`config.mk`:
```
export PLATFORM = sky130hd
export DESIGN_NAME = uart_rx_fifo_flat
export DESIGN_NICKNAME = d
export VERILOG_FILES = /design/src/rtl/uart_rx_fifo_pkg.sv /design/src/rtl/uart_rx_fifo_if.sv /design/src/rtl/uart_rx_fifo_sync_fifo.sv /design/src/rtl/uart_rx_fifo.sv /design/src/flat_wrapper.sv
export SDC_FILE = /design/constraint.sdc
export NUM_CORES = 1
export LEC_CHECK = 0
export ABC_AREA = 1
export CAP_MARGIN = 10
export CORE_MARGIN = 10
export CORE_UTILIZATION = 50
export DETAILED_ROUTE_END_ITERATION = 16
export DONT_BUFFER_PORTS = 1
export PLACE_DENSITY = 0.72
export SYNTH_ARGS = -nofsm -noshare
export SYNTH_HDL_FRONTEND = slang
export SYNTH_SLANG_ARGS = --single-unit
```
`constraint.sdc`:
```
create_clock -name clk -period 2.2 [get_ports clk]
set_clock_uncertainty 0.1 [all_clocks]
set_input_delay 0.22 -clock clk [delete_from_list [all_inputs] [get_ports clk]]
set_output_delay 0.22 -clock clk [all_outputs]
set_load 0.01 [all_outputs]
```
`src/rtl/uart_rx_fifo_pkg.sv`:
```
// Shared UART constants used by the receiver, transmitter and RX buffer.
package uart_rx_fifo_pkg;

    // Word width agreed between the UART receiver, transmitter and buffer.
    localparam int UART_DATA_BITS = 8;

    // Default RX buffer depth in entries (power of two).
    localparam int UART_RX_FIFO_DEPTH = 16;

endpackage

```
`src/rtl/uart_rx_fifo_if.sv`:
```
// Valid/ready byte stream from the RX buffer to the console mux.
interface uart_rx_fifo_if
    import uart_rx_fifo_pkg::*;
#(
    parameter int WIDTH = UART_DATA_BITS
);
    logic             m_valid;
    logic [WIDTH-1:0] m_data;
    logic             m_ready;

    // Producer side: the RX buffer.
    modport master (output m_valid, output m_data, input m_ready);

    // Consumer side: the console mux.
    modport slave (input m_valid, input m_data, output m_ready);
endinterface

```
`src/rtl/uart_rx_fifo_sync_fifo.sv`:
```
// First-word-fall-through synchronous FIFO with wrap-bit pointers.
module sync_fifo #(
    parameter  int WIDTH = 8,
    parameter  int DEPTH = 16,
    localparam int AW    = $clog2(DEPTH)
) (
    input  logic             clk,
    input  logic             rst_n,
    input  logic             push,
    input  logic [WIDTH-1:0] push_data,
    input  logic             pop,
    output logic             empty,
    output logic             full,
    output logic [AW:0]      level,
    output logic [WIDTH-1:0] rd_data,
    output logic             dropped
);
    localparam logic [AW:0] PTR_ONE = 1;

    logic [AW:0]      wr_ptr_q, wr_ptr_d;
    logic [AW:0]      rd_ptr_q, rd_ptr_d;
    logic [WIDTH-1:0] mem_q [DEPTH];
    logic             push_ok;
    logic             pop_ok;

    // The extra pointer bit tells a full buffer apart from an empty one.
    assign empty = (wr_ptr_q == rd_ptr_q);
    assign full  = (wr_ptr_q[AW-1:0] == rd_ptr_q[AW-1:0]) &&
                   (wr_ptr_q[AW] != rd_ptr_q[AW]);
    assign level = wr_ptr_q - rd_ptr_q;

    // A pop in the same cycle frees the slot, so a full buffer still accepts.
    assign pop_ok  = pop & ~empty;
    assign push_ok = push & (~full | pop_ok);
    assign dropped = push & full & ~pop_ok;

    // Head entry is read combinationally so data is presented with m_valid.
    assign rd_data = mem_q[rd_ptr_q[AW-1:0]];

    // Next pointer values from the accepted push/pop.
    always_comb begin
        // NOTE: every always_comb output gets a default first so no latch is inferred.
        wr_ptr_d = wr_ptr_q;
        rd_ptr_d = rd_ptr_q;
        if (push_ok) begin
            wr_ptr_d = wr_ptr_q + PTR_ONE;
        end
        if (pop_ok) begin
            rd_ptr_d = rd_ptr_q + PTR_ONE;
        end
    end

    // Pointer registers, cleared by reset.
    always_ff @(posedge clk or negedge rst_n) begin
        // NOTE: non-blocking assignments keep all flops updating from pre-edge values.
        if (!rst_n) begin
            wr_ptr_q <= '0;
            rd_ptr_q <= '0;
        end else begin
            wr_ptr_q <= wr_ptr_d;
            rd_ptr_q <= rd_ptr_d;
        end
    end

    // Storage array write port.
    always_ff @(posedge clk) begin
        // NOTE: storage is deliberately not reset; the pointers alone define what is valid.
        if (push_ok) begin
            mem_q[wr_ptr_q[AW-1:0]] <= push_data;
        end
    end
endmodule

```
`src/rtl/uart_rx_fifo.sv`:
```
// Buffers bytes from the UART receiver and streams them out via valid/ready.
module uart_rx_fifo
    import uart_rx_fifo_pkg::*;
#(
    parameter  int DATA_BIT_COUNT = UART_DATA_BITS,
    parameter  int DEPTH          = UART_RX_FIFO_DEPTH,
    localparam int AW             = $clog2(DEPTH)
) (
    input  logic                      clk,
    input  logic                      rst_n,
    input  logic                      rx_ready,
    input  logic [DATA_BIT_COUNT-1:0] rx_data,
    uart_rx_fifo_if.master            m_if,
    output logic [AW:0]               level,
    output logic                      overflow,
    input  logic                      overflow_clr
);
    logic rx_ready_q;
    logic push_req;
    logic pop;
    logic overflow_q, overflow_d;
    logic fifo_empty;
    logic fifo_full;
    logic fifo_dropped;

    // The receiver holds ready high until the next start bit; push only on its rise.
    assign push_req = rx_ready & ~rx_ready_q;

    assign m_if.m_valid = ~fifo_empty;
    assign pop          = m_if.m_valid & m_if.m_ready;
    assign overflow     = overflow_q;

    sync_fifo #(
        .WIDTH (DATA_BIT_COUNT),
        .DEPTH (DEPTH)
    ) u_fifo (
        .clk       (clk),
        .rst_n     (rst_n),
        .push      (push_req),
        .push_data (rx_data),
        .pop       (pop),
        .empty     (fifo_empty),
        .full      (fifo_full),
        .level     (level),
        .rd_data   (m_if.m_data),
        .dropped   (fifo_dropped)
    );

    // Sticky overflow: a new drop beats a simultaneous clear.
    always_comb begin
        overflow_d = overflow_q;
        if (fifo_dropped) begin
            overflow_d = 1'b1;
        end else if (overflow_clr) begin
            overflow_d = 1'b0;
        end
    end

    // Edge-detector and overflow registers; ready history resets high to ignore a stale byte.
    always_ff @(posedge clk or negedge rst_n) begin
        if (!rst_n) begin
            rx_ready_q <= 1'b1;
            overflow_q <= 1'b0;
        end else begin
            rx_ready_q <= rx_ready;
            overflow_q <= overflow_d;
        end
    end

    // A byte can only be dropped when the buffer is full.
    assert property (@(posedge clk) disable iff (!rst_n) fifo_dropped |-> fifo_full);
endmodule
```
`src/flat_wrapper.sv`:
```
// flat-port wrapper written by rule: the top's interface ports become plain ports
module uart_rx_fifo_flat import uart_rx_fifo_pkg::*;
#(
    parameter  int DATA_BIT_COUNT = UART_DATA_BITS,
    parameter  int DEPTH          = UART_RX_FIFO_DEPTH,
    localparam int AW             = $clog2(DEPTH)
)
  (clk, rst_n, rx_ready, rx_data, level, overflow, overflow_clr, m_if_m_valid, m_if_m_data, m_if_m_ready);
  uart_rx_fifo_if m_if_i ();
  input  logic clk;
  input  logic rst_n;
  input  logic rx_ready;
  input  logic [DATA_BIT_COUNT-1:0] rx_data;
  output logic [AW:0] level;
  output logic overflow;
  input  logic overflow_clr;
  output wire logic [$bits(m_if_i.m_valid)-1:0] m_if_m_valid;
  output wire logic [$bits(m_if_i.m_data)-1:0] m_if_m_data;
  input wire logic [$bits(m_if_i.m_ready)-1:0] m_if_m_ready;
  assign m_if_m_valid = m_if_i.m_valid;
  assign m_if_m_data = m_if_i.m_data;
  assign m_if_i.m_ready = m_if_m_ready;
  uart_rx_fifo #(.DATA_BIT_COUNT(DATA_BIT_COUNT), .DEPTH(DEPTH)) u_core (.clk(clk), .rst_n(rst_n), .rx_ready(rx_ready), .rx_data(rx_data), .m_if(m_if_i), .level(level), .overflow(overflow), .overflow_clr(overflow_clr));
endmodule
```
==> flow_metrics.py <==
metrics = {
    "timing": {
        "hold_viol_final": 0,
        "tns_ps": 0,
        "finalCritPeriodShare_pct": 98.8,
        "rsz0062_at_grt": "yes",
        "whs_ps": 40.1,
        "worstMarginPinSlew_ps": 973,
        "finalSetupViolCount": 0,
        "relSlewSlack_pct": 34.9,
        "drv_slew": 0,
        "fmax_mhz": 460,
        "min_period_ps": 2170,
    },
    "global_route": {
        "overflow": 0,
        "grt_pass1_wl_mm": 26.2,
        "antenna_found_initial": 0,
        "track_usage_pct": 19.0,
        "grt_max_degree": 35,
        "grt_pass1_vias": 5001,
    },
    "clock_network": {
        "cts_tree": "yes",
        "cts-root-buf": "clkbuf_16",
        "cts.sinks": 140,
        "clk_latency_ps": 430,
        "clockBufferDepth": 2,
        "cts_buffers": 17,
        "cts.clk_slew.worst_paths_ps": 60,
        "htreeDepth": 4,
    },
    "placed_design": {
        "gp_congestion": 0.929,
        "io_buffer_count": 0,
        "place_inst": 863,
        "dp_hpwl_mm": 10.1,
    },
    "floorplanning": {
        "initial_core_util_pct": 51.5,
        "core_area_mm2": 0.0127,
        "die_h_um": 135,
        "rows": 41,
        "pin_count": 28,
        "die_w_um": 135,
        "dieArea_mm2": 0.0181,
    },
    "setup_path": {
        "cp-start-kind": "register",
        "cp.required_ps": 1880,
        "r2r_start": "u_core.u_fifo.wr_ptr_q[2]",
        "startpoint": "u_core.u_fifo.rd_ptr_q[0]",
        "critPathArrivalTime_ps": 1850,
        "critPathKind": "register to primary output",
        "critPathMaxFanout": 20,
        "cp-end-kind": "primary output",
    },
    "drt": {
        "wl_per_cell_um": 18.3,
        "drc": 0,
        "wl_mm": 16.9,
        "ant_nets": 0,
        "firstDrtPassIters": 5,
        "drtIter0Drc": 844,
        "vias": 4887,
        "viasPerCell": 5.32,
    },
    "power": {
        "power_density_mw_per_mm2": 1280,
        "max-vdd-ir-drop_mv": 1.46,
        "p_leak_uw": 0.00357,
    },
    "synthesis": {
        "synth_cells": 682,
        "yosys_warnings": 0,
        "ys_seq_area_share_pct": 63.2,
        "yosysUniqueCellTypes": 22,
        "synth.area.top_cells": "edfxtp_1, nand2_1, inv_1, nand3_1, dfrtp_1",
        "netlist_area_mm2": 0.00656,
        "synth_seq_cells": 140,
        "yosys.area.top_type": "edfxtp_1",
        "syn_avg_cell_area_um2": 9.61,
        "synth_fp_nets": 705,
        "post-synth-top-area-fraction_pct": 58.6,
    },
    "final_layout": {
        "antennaDiodeCount": 0,
        "fin_cells": 919,
        "final_layout_size_suffix_gt1_share_pct": 16.9,
        "fillerInstances": 1003,
        "fin_util_pct": 62.5,
        "synthToLayoutAreaGrowth_pct": 21.2,
        "final_nets": 757,
    },
    "outcome": {
        "status": "complete, no violations",
    },
    "worst_hold_path": {
        "hold_class": "input port to register",
        "holdCritStartpoint": "m_if_m_ready",
    },
    "run": {
        "cap_violations": 0,
    },
}
[power by group]
part | internal, µW | switching, µW
sequential | 3090 | 89.9
clock | 1640 | 1020
combinational | 1590 | 2730
total | 6310 | 3840
[synthesized netlist by cell type]
cell type and count:
ha_1 9, nand2_2 9, clkbuf_1 3, buf_4 5
buf_2 14, nor2_4 2, nor2_1 21, dfrtp_1 11
nand3_1 92, nand2_1 229, o21ai_0 1, fa_1 1
buf_6 4, clkinv_1 1, xor2_1 8, edfxtp_1 128
a21oi_1 2, nand2_4 2, inv_1 129, inv_2 7
dfstp_2 1, o21ai_1 3
[logic make-up (layout without fill, tap and decap cells)]
logic type,Yosys count,count (layout),synth area share [%]
and+or+nand+nor,355,355,22.9
buffers and inverters,163,228,10.3
DFF,140,140,63.2
adders and majority gates,10,10,2.02
xor gates and xnor gates,8,8,1.07
AOI/OAI and AO/OA,6,6,0.458
[stage by stage]
step / area (µm²) / setup WS [ps] / power [µW]
2_1_floorplan: 6570 / -153 / 5700
3_3_place_gp: 6920 / 253 / 6480
3_5_place_dp: 6920 / 199 / 6540
4_1_cts: 7740 / 0.562 / 9660
5_1_grt: 7950 / -36.6 / 10700
6_report: 7950 / 25.5 / 10200
[worst max-delay path, stage by stage, from the launching register on]
cell and delay, ps:
dfrtp_2 460, buf_4 160, bufbuf_16 290, nand2_1 80, nand3_1 100, nand3_2 120, nand3_2 90, nand2_2 120
[cell type report]
type	instances	area, µm²	area share [%]
timing repair buffer	59	658	8.28
inverter	137	531	6.68
sequential	140	4150	52.2
multi-input combinational	379	1850	23.3
clock inverter	11	101	1.28
tap	172	215	2.71
clock buffer	21	440	5.54
[repair_timing]
action	in CTS	in global routing
hold endpoints to repair	146	0
hold buffers	13	0
pin swaps	1	16
gates cloned	3	3
setup endpoints to repair	9	9
gates resized for setup	18	28
buffers inserted	2	3
[flip-flops by register name, indices dropped and copies added (netlist names)]
register and flops:
u_core.rx_ready_q 1, u_core.u_fifo.rd_ptr_q 5, u_core.u_fifo.wr_ptr_q 5, u_core.overflow 1
u_core.u_fifo.mem_q 128
[per-layer routing]
metal	vias to the layer above	global-route usage (%)	wire length (µm)
li1	2245	-	-
met1	2323	22.8	6610
met2	264	30.2	7960
met3	55	5.16	1590
met4	0	11.2	685
met5	-	0	0
[path summary, 6_finish.rpt]
| check | slack, ps | endpoint | cells past startpoint |
|---|---|---|---|
| setup / recovery | 30 | m_if_m_data[3] | 7 |
| hold / removal | 40 | u_core.u_fifo.wr_ptr_q[1] | 5 |
| setup reg to reg | 180 | u_core.u_fifo.mem_q[7][0] | 8 |
| hold reg to reg | 480 | u_core.u_fifo.rd_ptr_q[4] | 2 |
| max in group asynchronous | 1440 | u_core.u_fifo.rd_ptr_q[0] | 1 |
| min in group asynchronous | 140 | u_core.u_fifo.wr_ptr_q[2] | 1 |
[cells in the final DEF, fill, tap and decap left out, types with 7 or more instances in the layout]
master         instances
clkbuf_16             20
inv_1                125
dlygate4sd3_1         13
nor2_1                16
xor2_1                 7
nand3_2               12
edfxtp_1             128
nand3_1               80
dfrtp_1               10
nand2_2               19
buf_4                 34
nand2_1              219
ha_1                   8
inv_2                 10
No activity file was read; power rests on OpenSTA's default activity.
